==> src/rtl/tdm_demux_4ch_if.sv <==
// tdm_demux_4ch_if: bus between the TDM word source and the 4-channel demux.
// The master drives the TDM stream; the slave (the demux) drives the
// recovered channel registers and the framing status.
interface tdm_demux_4ch_if #(
  parameter int WIDTH = 4
);
  // TDM stream, driven by the master
  logic [WIDTH-1:0] din;
  logic             din_valid;
  logic             fsync;

  // Recovered channels and framing status, driven by the demux
  logic [WIDTH-1:0] d1;
  logic [WIDTH-1:0] d2;
  logic [WIDTH-1:0] d3;
  logic [WIDTH-1:0] d4;
  logic             frame_valid;
  logic             locked;
  logic [1:0]       slot;
  logic             sync_err;
  logic [7:0]       err_cnt;

  modport master (
    output din, din_valid, fsync,
    input  d1, d2, d3, d4, frame_valid, locked, slot, sync_err, err_cnt
  );

  modport slave (
    input  din, din_valid, fsync,
    output d1, d2, d3, d4, frame_valid, locked, slot, sync_err, err_cnt
  );
endinterface

==> src/rtl/tdm_demux_4ch.sv <==
// tdm_demux_4ch: 4-channel TDM receiver.
// Locks onto the frame-sync marker, gathers slots 0..2 in shadow registers
// and commits all four channels together when the slot-3 word arrives, so
// d1..d4 only ever show complete frames. Framing errors pulse sync_err.
// Optional feature: define TDM_ERRCNT_EN to build the saturating framing
// error counter on err_cnt; otherwise err_cnt is tied to zero.
module tdm_demux_4ch #(
  parameter int WIDTH = 4
) (
  input  logic              clk,
  input  logic              rst_n,
  tdm_demux_4ch_if.slave    bus
);

  typedef enum logic {
    HUNT   = 1'b0,
    LOCKED = 1'b1
  } state_t;

  state_t           r_state;
  logic [1:0]       r_slot;
  logic [WIDTH-1:0] r_shadow0;
  logic [WIDTH-1:0] r_shadow1;
  logic [WIDTH-1:0] r_shadow2;
  logic [WIDTH-1:0] r_d1;
  logic [WIDTH-1:0] r_d2;
  logic [WIDTH-1:0] r_d3;
  logic [WIDTH-1:0] r_d4;
  logic             r_frame_valid;
  logic             r_sync_err;

  state_t           w_state_nxt;
  logic [1:0]       w_slot_nxt;
  logic             w_wr0;
  logic             w_wr1;
  logic             w_wr2;
  logic             w_commit;
  logic             w_err;

  // Next-state decode: classify each valid word against the framing rules
  always_comb begin
    // NOTE: every output of this block gets a default first, so no path can
    // leave a signal unassigned and infer a latch.
    w_state_nxt = r_state;
    w_slot_nxt  = r_slot;
    w_wr0       = 1'b0;
    w_wr1       = 1'b0;
    w_wr2       = 1'b0;
    w_commit    = 1'b0;
    w_err       = 1'b0;

    if (bus.din_valid) begin
      case (r_state)
        HUNT: begin
          // Anything but a sync word is noise while hunting
          if (bus.fsync) begin
            w_wr0       = 1'b1;
            w_slot_nxt  = 2'd1;
            w_state_nxt = LOCKED;
          end
        end

        LOCKED: begin
          if (bus.fsync) begin
            // Sync always restarts the frame; mid-frame it is an early sync
            // and the partial frame is abandoned
            w_wr0      = 1'b1;
            w_slot_nxt = 2'd1;
            w_err      = (r_slot != 2'd0);
          end else begin
            case (r_slot)
              2'd0: begin
                // Sync missing where a frame must start: lost lock
                w_err       = 1'b1;
                w_slot_nxt  = 2'd0;
                w_state_nxt = HUNT;
              end
              2'd1: begin
                w_wr1      = 1'b1;
                w_slot_nxt = 2'd2;
              end
              2'd2: begin
                w_wr2      = 1'b1;
                w_slot_nxt = 2'd3;
              end
              default: begin
                w_commit   = 1'b1;
                w_slot_nxt = 2'd0;
              end
            endcase
          end
        end

        default: begin
          w_state_nxt = HUNT;
          w_slot_nxt  = 2'd0;
        end
      endcase
    end
  end

  // State and slot registers
  always_ff @(posedge clk or negedge rst_n) begin
    // NOTE: sequential state uses non-blocking assignments so every register
    // samples the pre-edge values regardless of statement order.
    if (!rst_n) begin
      r_state <= HUNT;
      r_slot  <= 2'd0;
    end else begin
      r_state <= w_state_nxt;
      r_slot  <= w_slot_nxt;
    end
  end

  // Shadow registers collecting slots 0..2 of the frame in progress
  always_ff @(posedge clk or negedge rst_n) begin
    // NOTE: the shadow bank is only three words, so it is reset like any
    // other register rather than left uninitialised as a RAM would be.
    if (!rst_n) begin
      r_shadow0 <= '0;
      r_shadow1 <= '0;
      r_shadow2 <= '0;
    end else begin
      if (w_wr0) r_shadow0 <= bus.din;
      if (w_wr1) r_shadow1 <= bus.din;
      if (w_wr2) r_shadow2 <= bus.din;
    end
  end

  // Channel outputs: all four updated together on the slot-3 word
  always_ff @(posedge clk or negedge rst_n) begin
    if (!rst_n) begin
      r_d1 <= '0;
      r_d2 <= '0;
      r_d3 <= '0;
      r_d4 <= '0;
    end else if (w_commit) begin
      r_d1 <= r_shadow0;
      r_d2 <= r_shadow1;
      r_d3 <= r_shadow2;
      r_d4 <= bus.din;
    end
  end

  // One-cycle status pulses for frame completion and framing errors
  always_ff @(posedge clk or negedge rst_n) begin
    if (!rst_n) begin
      r_frame_valid <= 1'b0;
      r_sync_err    <= 1'b0;
    end else begin
      r_frame_valid <= w_commit;
      r_sync_err    <= w_err;
    end
  end

`ifdef TDM_ERRCNT_EN
  logic [7:0] r_err_cnt;

  // Saturating framing error counter, cleared only by reset
  always_ff @(posedge clk or negedge rst_n) begin
    if (!rst_n) begin
      r_err_cnt <= 8'd0;
    end else if (w_err && (r_err_cnt != 8'hFF)) begin
      r_err_cnt <= r_err_cnt + 8'd1;
    end
  end

  assign bus.err_cnt = r_err_cnt;
`else
  assign bus.err_cnt = 8'd0;
`endif

  assign bus.d1          = r_d1;
  assign bus.d2          = r_d2;
  assign bus.d3          = r_d3;
  assign bus.d4          = r_d4;
  assign bus.frame_valid = r_frame_valid;
  assign bus.sync_err    = r_sync_err;
  assign bus.locked      = (r_state == LOCKED);
  assign bus.slot        = r_slot;

endmodule
==> src/flat_wrapper.sv <==
// flat-port wrapper written by rule: the top's interface ports become plain ports
module tdm_demux_4ch_flat 
#(
  parameter int WIDTH = 4
)
  (clk, rst_n, bus_din, bus_din_valid, bus_fsync, bus_d1, bus_d2, bus_d3, bus_d4, bus_frame_valid, bus_locked, bus_slot, bus_sync_err, bus_err_cnt);
  tdm_demux_4ch_if #(.WIDTH(WIDTH)) bus_i ();
  input  logic clk;
  input  logic rst_n;
  input wire logic [$bits(bus_i.din)-1:0] bus_din;
  input wire logic [$bits(bus_i.din_valid)-1:0] bus_din_valid;
  input wire logic [$bits(bus_i.fsync)-1:0] bus_fsync;
  output wire logic [$bits(bus_i.d1)-1:0] bus_d1;
  output wire logic [$bits(bus_i.d2)-1:0] bus_d2;
  output wire logic [$bits(bus_i.d3)-1:0] bus_d3;
  output wire logic [$bits(bus_i.d4)-1:0] bus_d4;
  output wire logic [$bits(bus_i.frame_valid)-1:0] bus_frame_valid;
  output wire logic [$bits(bus_i.locked)-1:0] bus_locked;
  output wire logic [$bits(bus_i.slot)-1:0] bus_slot;
  output wire logic [$bits(bus_i.sync_err)-1:0] bus_sync_err;
  output wire logic [$bits(bus_i.err_cnt)-1:0] bus_err_cnt;
  assign bus_i.din = bus_din;
  assign bus_i.din_valid = bus_din_valid;
  assign bus_i.fsync = bus_fsync;
  assign bus_d1 = bus_i.d1;
  assign bus_d2 = bus_i.d2;
  assign bus_d3 = bus_i.d3;
  assign bus_d4 = bus_i.d4;
  assign bus_frame_valid = bus_i.frame_valid;
  assign bus_locked = bus_i.locked;
  assign bus_slot = bus_i.slot;
  assign bus_sync_err = bus_i.sync_err;
  assign bus_err_cnt = bus_i.err_cnt;
  tdm_demux_4ch #(.WIDTH(WIDTH)) u_core (.clk(clk), .rst_n(rst_n), .bus(bus_i));
endmodule
==> config.mk <==
export PLATFORM = sky130hd
export DESIGN_NAME = tdm_demux_4ch_flat
export DESIGN_NICKNAME = d
export VERILOG_FILES = /design/src/rtl/tdm_demux_4ch_if.sv /design/src/rtl/tdm_demux_4ch.sv /design/src/flat_wrapper.sv
export SDC_FILE = /design/constraint.sdc
export NUM_CORES = 1
export LEC_CHECK = 0
export ABC_AREA = 0
export BUFFER_PORTS_ARGS = -buffer_cell sky130_fd_sc_hd__buf_2
export CORE_MARGIN = 4
export CORE_UTILIZATION = 46
export DETAILED_ROUTE_END_ITERATION = 7
export PLACE_DENSITY = 0.73
export SYNTH_ARGS = -nofsm -noshare
export SYNTH_HDL_FRONTEND = slang
export SYNTH_SLANG_ARGS = --single-unit
==> constraint.sdc <==
create_clock -name clk -period 1.28 [get_ports clk]
set_input_delay 0.256 -clock clk [delete_from_list [all_inputs] [get_ports clk]]
set_output_delay 0.256 -clock clk [all_outputs]
set_load 0.01 [all_outputs]
### Word level (Yosys, flattened, before mapping)

Cells that the tools add are included.
Widths: inputs -> output; s select.

* register bits: 33
* bits of input ports: 8
* output and inout bits: 29
* word-level logic and storage cells: 44

* equality and inequality tests: 3
* multiplexer cells: 25
* bitwise operators: 1
* reductions and logical operators: 4

Operators with widths (count)
* $mux 1: 20
* $pmux 2 s2: 2
* $mux 2: 2
* $reduce_or 3->1: 1
* $eq 2x1->1 const B: 1
* $eq 2x2->1 const B: 1
* $logic_not 2->1: 1
* $ne 2x2->1 const B: 1
* $pmux 1 s2: 1
* $reduce_and 2->1: 1
* $reduce_bool 2->1: 1
* $not 1->1: 1

### Logic depth before layout (Yosys ltp)

Gate-level depths: netlist (run 1).

* depth after elaboration: 6
* depth in mapped cells: 4
* gate-level depth less buffers: 4

### Worst setup path after synthesis (run 1)

OpenSTA, ideal clock, no wires.

* path type: register to register
* start: register u_core.r_slot[0] (netlist: u_core.bus.slot[0])
* end: register u_core.r_d1[2] (netlist: u_core.bus.d1[2])
* library setup time: 0.125 ns
* arrival: 1.296 ns
* data required time: 1.155 ns
* slack: -0.141 ns
* stages on the path, launching flop included: 5
* buffers on the path: 1
* period minus slack after synthesis: 1.421 ns
* cell sequence: dfrtp_1 > ha_1 > nand4b_4 > buf_6 > mux2_4

* longest elaborated chain between the ends: 6
* elaborated cells on any way between the ends: 8
* classes of those cells: 2 x eq/ne; 4 x mux; 2 x reduce/logical

Ends and longest elaborated chain
* start, declared: RTL line tdm_demux_4ch.sv:21 `logic [1:0] r_slot;`
* start signal, assigned: RTL line tdm_demux_4ch.sv:111 `r_slot <= w_slot_nxt;`
* $eq 2x1->1 (tied with other cells): RTL line tdm_demux_4ch.sv:71 `case (r_slot)`
* $reduce_or 3->1 (no line) (*)
* $mux 1 (*): RTL line tdm_demux_4ch.sv:71
* $mux 1 (*): RTL line tdm_demux_4ch.sv:64 `if (bus.fsync) begin`
* $mux 1 (*): RTL line tdm_demux_4ch.sv:53 `case (r_state)`
* $mux 1 (*): RTL line tdm_demux_4ch.sv:52 `if (bus.din_valid) begin`
* end signal, assigned: RTL line tdm_demux_4ch.sv:138 `r_d1 <= r_shadow0;`
* end, declared: RTL line tdm_demux_4ch.sv:25 `logic [WIDTH-1:0] r_d1;`

Every way passes the cells marked *; elsewhere a longest branch is shown, timed or not.
A chain may end at the register's enable or synchronous reset.

### Final worst setup path (run 1)

* start: register u_core.r_slot[1] (netlist: u_core.bus.slot[1])
* end: register u_core.r_d3[3] (netlist: u_core.bus.d3[3])

* longest elaborated chain between the ends: 6
* elaborated cells on any way between the ends: 8
* classes of those cells: 2 x eq/ne; 4 x mux; 2 x reduce/logical

Ends and longest elaborated chain
* $eq 2x1->1 (tied with other cells): RTL line tdm_demux_4ch.sv:71
* $reduce_or 3->1 (no line) (*)
* $mux 1 (*): RTL line tdm_demux_4ch.sv:71
* $mux 1 (*): RTL line tdm_demux_4ch.sv:64
* $mux 1 (*): RTL line tdm_demux_4ch.sv:53
* $mux 1 (*): RTL line tdm_demux_4ch.sv:52
* end signal, assigned: RTL line tdm_demux_4ch.sv:140 `r_d3 <= r_shadow2;`
* end, declared: RTL line tdm_demux_4ch.sv:27 `logic [WIDTH-1:0] r_d3;`

Marked as above.

==> impl_metrics.py, run 1 <==
metrics = {
    "detailed_routing": {
        "routed_wirelength_mm": 2.456,
        "drt_first_pass_iters": 3,
        "dr_total_vias": 896,
        "post-route-drc-count": 0,
        "drt-initial-drc-count": 21,
        "avgRoutedWirePerCell_um": 12.93,
        "postRouteAntennaNets": 0,
        "vias_per_cell": 4.716,
    },
    "placement": {
        "port-buffer-count": 28,
        "detailedPlacementHpwl_mm": 1.813,
        "pre_cts_ws_ns": -0.07626,
        "place_congestion": 0.7790,
        "place_inst": 178,
    },
    "global_route": {
        "vias_in_the_first_global_route": 885,
        "grt.overflow.total": 0,
        "grt_max_degree": 34,
        "global_route.usage.total": 0.1334,
        "grt_first_pass_wirelength_mm": 4.160,
        "antenna_found_initial": 0,
    },
    "clock_network": {
        "cts_buffer_depth": 2,
        "clk_transition_reported_paths_ns": 0.10,
        "cts_tree": "done",
        "htree_num_levels": 2,
        "cts_root_buffer": "sky130_fd_sc_hd__clkbuf_4",
        "cts_buffers": 5,
        "cts.sinks": 33,
        "clk_latency_ns": 0.32,
    },
    "synthesis": {
        "sequential_cell_area_fraction_in_the_yosys_report": 0.5641,
        "syn-mean-instance-area_um2": 14.94,
        "synthSimpleGateAreaFrac": 0.06154,
        "synth_cell_type_count": 19,
        "ys.warnings.count": 0,
        "synthesis.instances": 98,
        "ys_ff_latch": 33,
        "muxShareOfSynthArea": 0.2385,
        "synth-xor-area-share": 0,
        "synth_top_family_by_area": "multiplexers",
        "synth_fa_ha_area_frac": 0.04274,
        "synth.cell_area_mm2": 0.001464,
        "synth_compound_area_frac": 0.01368,
    },
    "layout": {
        "final_cell_count_no_fill": 190,
        "area.growth.synth_to_final_pct": 27.95,
        "final_layout_size_suffix_gt1_frac": 0.6027,
        "nets": 158,
        "final_antenna_diode_count": 0,
    },
    "setup_path": {
        "criticalPathCategory": "register to register",
        "reg2reg_start": "u_core.bus.slot[1]$_DFFE_PN0P_",
        "slowest_stage": "sky130_fd_sc_hd__dfrtp_2",
        "worst_ep_arrival_time_ns": 1.57,
        "reg2reg_end": "u_core.bus.d3[3]$_DFFE_PN0P_",
        "timing.reg2reg.setup_slack_ns": -0.07,
        "worstPathMaxFanout": 10,
        "startpoint_type": "register",
        "setup.worst_path.end_class": "register",
        "cp_slowest_stage_delay_ns": 0.45,
        "timing.critical_path.max_delay_family": "flip-flops",
        "combined_buffer_and_inverter_count_along_the_critical_path": 1,
        "required_ns": 1.49,
        "worstPathCellList": "ha_2 -> nand4b_4 -> buf_12 -> mux2_2",
        "worst_r2r_path_cells": 4,
    },
    "timing": {
        "worst_slack_ns": -0.07283,
        "rsz_0062_raised_after_global_routing": "yes",
        "layout_min_cycle_time_ns": 1.353,
        "final_number_of_hold_violating_endpoints": 0,
        "tns_ns": -1.197,
        "fmax_ghz": 0.7392,
        "fin_skew_ns": 0.008733,
        "timing.final.crit_share": 1.057,
        "final-max-slew-violation-count": 0,
        "setup_violations": 25,
    },
    "pwr": {
        "p_leak_nw": 0.9674,
        "power.total_mw": 3.997,
        "cellPowerDensity_mw_per_mm2": 2134,
        "peakVddDrop_v": 0.001159,
    },
    "status": {
        "failing_checks": "setup timing",
        "run_status": "finished with violations",
    },
    "run": {
        "cap_viol_max_count": 0,
    },
    "floorplanning": {
        "die-width_um": 64.41,
        "start_util": 0.4795,
        "core-area_mm2": 0.003053,
        "die-height_um": 64.41,
        "area_of_the_die_mm2": 0.004149,
        "design.portCount": 37,
        "placementRows": 20,
    },
    "min_path": {
        "whs_endpoint": "u_core.bus.d4[1]$_DFFE_PN0P_",
        "min-delay-path-class": "input pin to register",
        "hp-start": "bus_din[1]",
        "timing.hold.worst_path_depth": 2,
    },
}
per-layer routing:
metal  global-route usage  up-vias  part of all wire
li1                     -      421                 -
met3              0.04679        6             0.066
met5                    0        -                 0
met4              0.07916        0             0.024
met1               0.1612      439              0.43
met2               0.2049       30              0.48
stage by stage:
step	hold slack, ns	utilization	cell area [um2]
global placement	0.2926	0.5590	1707
detailed placement	0.3031	0.5590	1707
CTS	0.1976	0.6025	1839
finish	0.2096	0.6135	1873
floorplan	-0.03959	-	1503
global route	0.1994	0.6135	1873
cell usage in the layout (no fill, tap or decap), types with 2 or more instances in the layout:
| cell | instances |
|---|---|
| sky130_fd_sc_hd__inv_2 | 2 |
| sky130_fd_sc_hd__buf_6 | 5 |
| sky130_fd_sc_hd__buf_4 | 12 |
| sky130_fd_sc_hd__inv_1 | 2 |
| sky130_fd_sc_hd__clkbuf_4 | 5 |
| sky130_fd_sc_hd__ha_4 | 2 |
| sky130_fd_sc_hd__nand2_1 | 2 |
| sky130_fd_sc_hd__nand4b_1 | 2 |
| sky130_fd_sc_hd__ha_1 | 2 |
| sky130_fd_sc_hd__mux2_2 | 18 |
| sky130_fd_sc_hd__dfrtp_1 | 31 |
| sky130_fd_sc_hd__dfrtp_2 | 2 |
| sky130_fd_sc_hd__conb_1 | 8 |
| sky130_fd_sc_hd__mux2_4 | 10 |
| sky130_fd_sc_hd__nor2_1 | 2 |
| sky130_fd_sc_hd__buf_2 | 26 |
| sky130_fd_sc_hd__nor3_1 | 2 |
where the power goes:
part,internal (mW),total [mW],leakage [nW],switching (mW)
logic,0.892,1.49,0.517,0.602
clock network,0.466,0.789,0.0455,0.323
registers,1.48,1.71,0.405,0.238
total,2.83,4.00,0.967,1.16
cell families (layout without fill, tap and decap cells):
group,count (synthesis),after routing
AO/OA/AOI/OAI,3,3
adder cells (fa/ha/maj),5,5
buffers and inverters,16,57
flip-flops,33,33
multiplexers,28,28
other,1,8
AND/OR/NAND/NOR,12,12
cell usage after synthesis:
master                     number  area [um2]
sky130_fd_sc_hd__dfrtp_1       33       825.8
sky130_fd_sc_hd__mux2_2        19       214.0
sky130_fd_sc_hd__buf_4         10       75.07
sky130_fd_sc_hd__mux2_4         9       135.1
sky130_fd_sc_hd__ha_1           5       62.56
sky130_fd_sc_hd__inv_1          4       15.01
sky130_fd_sc_hd__buf_6          2       22.52
sky130_fd_sc_hd__nand2_1        2       7.510
sky130_fd_sc_hd__nand4b_1       2       17.52
sky130_fd_sc_hd__nor2_1         2       7.510
sky130_fd_sc_hd__nor3_1         2       10.01
sky130_fd_sc_hd__a21oi_1        1       5.000
sky130_fd_sc_hd__a31oi_1        1       6.260
sky130_fd_sc_hd__conb_1         1       3.750
sky130_fd_sc_hd__nand3_1        1       5.000
sky130_fd_sc_hd__nand4b_4       1       23.77
sky130_fd_sc_hd__nor4bb_1       1       10.01
sky130_fd_sc_hd__o221ai_1       1       8.760
sky130_fd_sc_hd__or3b_2         1       8.760
worst reg2reg max path, cell delays in order (launching register included):
cell and delay, ns:
sky130_fd_sc_hd__dfrtp_2 0.45, sky130_fd_sc_hd__ha_2 0.21, sky130_fd_sc_hd__nand4b_4 0.11, sky130_fd_sc_hd__buf_12 0.14, sky130_fd_sc_hd__mux2_2 0.34
what timing repair did:
action,in CTS,in global routing
endpoints found under the setup margin,27,29
pin swaps,0,3
resized for setup,4,5
hold buffers,1,0
hold endpoints to repair,33,0
buffers inserted,2,1
worst max-delay path by stage:
stage / from / endpoint / cells after the start
after global placement: u_core.bus.slot[0]$_DFFE_PN0P_ / u_core.r_shadow2[0]$_DFFE_PN0P_ / 4
after CTS: u_core.bus.slot[1]$_DFFE_PN0P_ / u_core.bus.d3[3]$_DFFE_PN0P_ / 4
after floorplan: u_core.bus.slot[0]$_DFFE_PN0P_ / u_core.bus.d1[2]$_DFFE_PN0P_ / 4
after detailed placement: u_core.bus.slot[0]$_DFFE_PN0P_ / u_core.r_shadow2[0]$_DFFE_PN0P_ / 4
final: u_core.bus.slot[1]$_DFFE_PN0P_ / u_core.bus.d3[3]$_DFFE_PN0P_ / 4
after global routing: u_core.bus.slot[0]$_DFFE_PN0P_ / u_core.r_shadow2[0]$_DFFE_PN0P_ / 4
cell type report:
| cell class | instances | area [um2] |
|---|---|---|
| fill | 255 | 1180 |
| sequential | 33 | 828.3 |
| multi-input combinational | 56 | 583.1 |
| timing repair buffer | 45 | 306.5 |
| clock buffer | 7 | 55.05 |
| tap | 44 | 55.05 |
| clock inverter | 1 | 30.03 |
| inverter | 4 | 15.01 |
flip-flops by register name, indices dropped and copies added, names as in the netlist:
register	cells
u_core.bus.d1	4
u_core.bus.d2	4
u_core.bus.d3	4
u_core.bus.d4	4
u_core.bus.frame_valid	1
u_core.bus.locked	1
u_core.bus.slot	2
u_core.bus.sync_err	1
u_core.r_shadow0	4
u_core.r_shadow1	4
u_core.r_shadow2	4
Note: power is estimated with default switching activity, not from simulation.
==> run 2, diff against run 1 <==
CORE_UTILIZATION = 51   (was 46)
PLACE_DENSITY = 0.77   (was 0.73)
clock period = 1.45 ns   (was 1.28 ns; I/O delays follow)
==> run 2 against run 1 <==
Sequential power shrank 11%. Worst setup slack better by 0.12 ns. Clock power is 37% lower. Hold slack improved by 0.037 ns. The run now ends clean. Global-route usage rose by 1.4 points. Clock skew up 0.0014 ns. Design area is 8.6% lower. Combinational power down 23%. Maximum frequency is 3.3% lower.
==> impl_metrics.py, run 2 (same netlist as run 1, synthesis figures left out) <==
metrics = {
    "global_route": {
        "global_route.usage.total": 0.1471,
        "vias_in_the_first_global_route": 825,
        "antenna_found_initial": 0,
        "grt.overflow.total": 0,
        "grt_first_pass_wirelength_mm": 3.836,
        "grt_max_degree": 34,
    },
    "layout": {
        "nets": 149,
        "nFillCells": 213,
        "final_cell_count_no_fill": 167,
        "final_layout_size_suffix_gt1_frac": 0.5441,
        "area.growth.synth_to_final_pct": 17.01,
        "final_common_cell": "sky130_fd_sc_hd__dfrtp_1",
        "final_antenna_diode_count": 0,
        "mostFrequentLayoutCells": "32 x sky130_fd_sc_hd__dfrtp_1, 28 x sky130_fd_sc_hd__buf_2, 17 x sky130_fd_sc_hd__mux2_2, 11 x sky130_fd_sc_hd__mux2_4, 8 x sky130_fd_sc_hd__conb_1",
    },
    "detailed_routing": {
        "dr_total_vias": 858,
        "postRouteAntennaNets": 0,
        "drt_first_pass_iters": 4,
        "avgRoutedWirePerCell_um": 14.51,
        "drt-initial-drc-count": 19,
        "post-route-drc-count": 0,
        "routed_wirelength_mm": 2.423,
        "vias_per_cell": 5.138,
    },
    "timing": {
        "rsz_0062_raised_after_global_routing": "yes",
        "holdWs_ns": 0.2469,
        "final_number_of_hold_violating_endpoints": 0,
        "final-max-slew-violation-count": 0,
        "fin_skew_ns": 0.01011,
        "setup_violations": 0,
        "timing.final.crit_share": 0.9650,
        "tns_ns": 0,
        "fmax_ghz": 0.7147,
        "layout_min_cycle_time_ns": 1.399,
    },
    "placement": {
        "place_inst": 155,
        "detailedPlacementHpwl_mm": 1.744,
        "port-buffer-count": 28,
        "place_congestion": 0.7701,
    },
    "clock_network": {
        "htree_num_levels": 2,
        "cts_buffer_depth": 2,
        "cts_root_buffer": "sky130_fd_sc_hd__clkbuf_4",
        "clk_latency_ns": 0.32,
        "cts_buffers": 5,
        "clk_transition_reported_paths_ns": 0.09,
        "cts.sinks": 33,
        "cts_tree": "done",
    },
    "setup_path": {
        "worstPathCellList": "inv_2 -> ha_1 -> nand4b_1 -> mux2_4",
        "slowest_stage": "sky130_fd_sc_hd__dfrtp_1",
        "criticalPathCategory": "register to register",
        "worst_ep_arrival_time_ns": 1.60,
        "combined_buffer_and_inverter_count_along_the_critical_path": 1,
        "timing.critical_path.max_delay_family": "flip-flops",
        "worstPathMaxFanout": 5,
        "required_ns": 1.65,
        "setup.worst_path.end_class": "register",
        "startpoint_type": "register",
        "cp_slowest_stage_delay_ns": 0.44,
    },
    "pwr": {
        "cellPowerDensity_mw_per_mm2": 1838,
        "peakVddDrop_v": 0.001358,
        "p_leak_nw": 0.9094,
        "power.internal_mw": 2.189,
        "power.clock.fraction": 0.157,
        "switching_power_mw": 0.9593,
        "combinationalPowerShare": 0.361,
        "sw_frac_of_total": 0.3047,
        "power.share.sequential": 0.482,
    },
    "min_path": {
        "min-delay-path-class": "input pin to register",
    },
    "floorplanning": {
        "placementRows": 19,
        "core-area_mm2": 0.002758,
        "area_of_the_die_mm2": 0.003791,
        "start_util": 0.5309,
        "die-height_um": 61.58,
        "design.portCount": 37,
        "die-width_um": 61.58,
    },
    "status": {
        "run_status": "finished clean",
    },
    "run": {
        "cap_viol_max_count": 0,
    },
}
==> run 2: path summary, 6_finish.rpt <==
kind / start / endpoint / slack, ns / cells past startpoint
max: u_core.bus.slot[1]$_DFFE_PN0P_ / u_core.r_shadow1[0]$_DFFE_PN0P_ / 0.05 / 4
min: bus_din[3] / u_core.r_shadow1[3]$_DFFE_PN0P_ / 0.25 / 2
max reg2reg: u_core.bus.slot[1]$_DFFE_PN0P_ / u_core.r_shadow1[0]$_DFFE_PN0P_ / 0.05 / 4
min reg2reg: u_core.bus.d4[3]$_DFFE_PN0P_ / u_core.bus.d4[3]$_DFFE_PN0P_ / 0.51 / 1
max in group asynchronous: rst_n / u_core.bus.locked$_DFFE_PN0P_ / 0.64 / 3
min in group asynchronous: rst_n / u_core.bus.d1[1]$_DFFE_PN0P_ / 0.51 / 3
==> run 2: timing repair <==
action / CTS / global route
gates resized for setup: 0 / 5
buffers inserted: 2 / 2
cloned: 0 / 0
hold buffers: 1 / 0
pin swaps: 0 / 0
hold endpoints to repair: 33 / 0
setup endpoints to repair: 16 / 8
==> run 2: per-stage QoR <==
step           utilization  area, um2  worst slack [ns]  total power, mW
2_1_floorplan            -       1490           0.02860            2.227
3_3_place_gp        0.5780       1594          0.003319            2.574
3_5_place_dp        0.5780       1594          -0.05285            2.643
4_1_cts             0.6116       1687          0.005889            3.162
5_1_grt             0.6211       1713         -0.006719            3.393
6_report            0.6211       1713           0.05075            3.149
==> run 2: cell type report <==
type                       count  area, um2  area share
clock buffer                   7      55.05     0.03214
inverter                       4      15.01    0.008766
multi-input combinational     56      561.8      0.3280
sequential                    33      827.0      0.4828
tap                           31      38.79     0.02264
timing repair buffer          36      215.2      0.1256
==> run 2: power groups by stage <==
stage,registers (mW),clock network [mW],logic (mW)
after global routing,1.57,0.567,1.26
after detailed placement,1.54,0,1.10
after global placement,1.51,0,1.07
after CTS,1.52,0.520,1.12
after floorplan,1.62,0,0.610
final,1.52,0.495,1.14
==> run 2: layer usage <==
metal / share of wire / track usage / wire (um) / up-vias
met5: 0 / 0 / 0 / -
met4: 0.017 / 0.09091 / 40 / 0
met2: 0.52 / 0.2481 / 1270 / 27
met3: 0.059 / 0.04403 / 144 / 4
met1: 0.40 / 0.1609 / 969 / 428
li1: - / - / - / 399
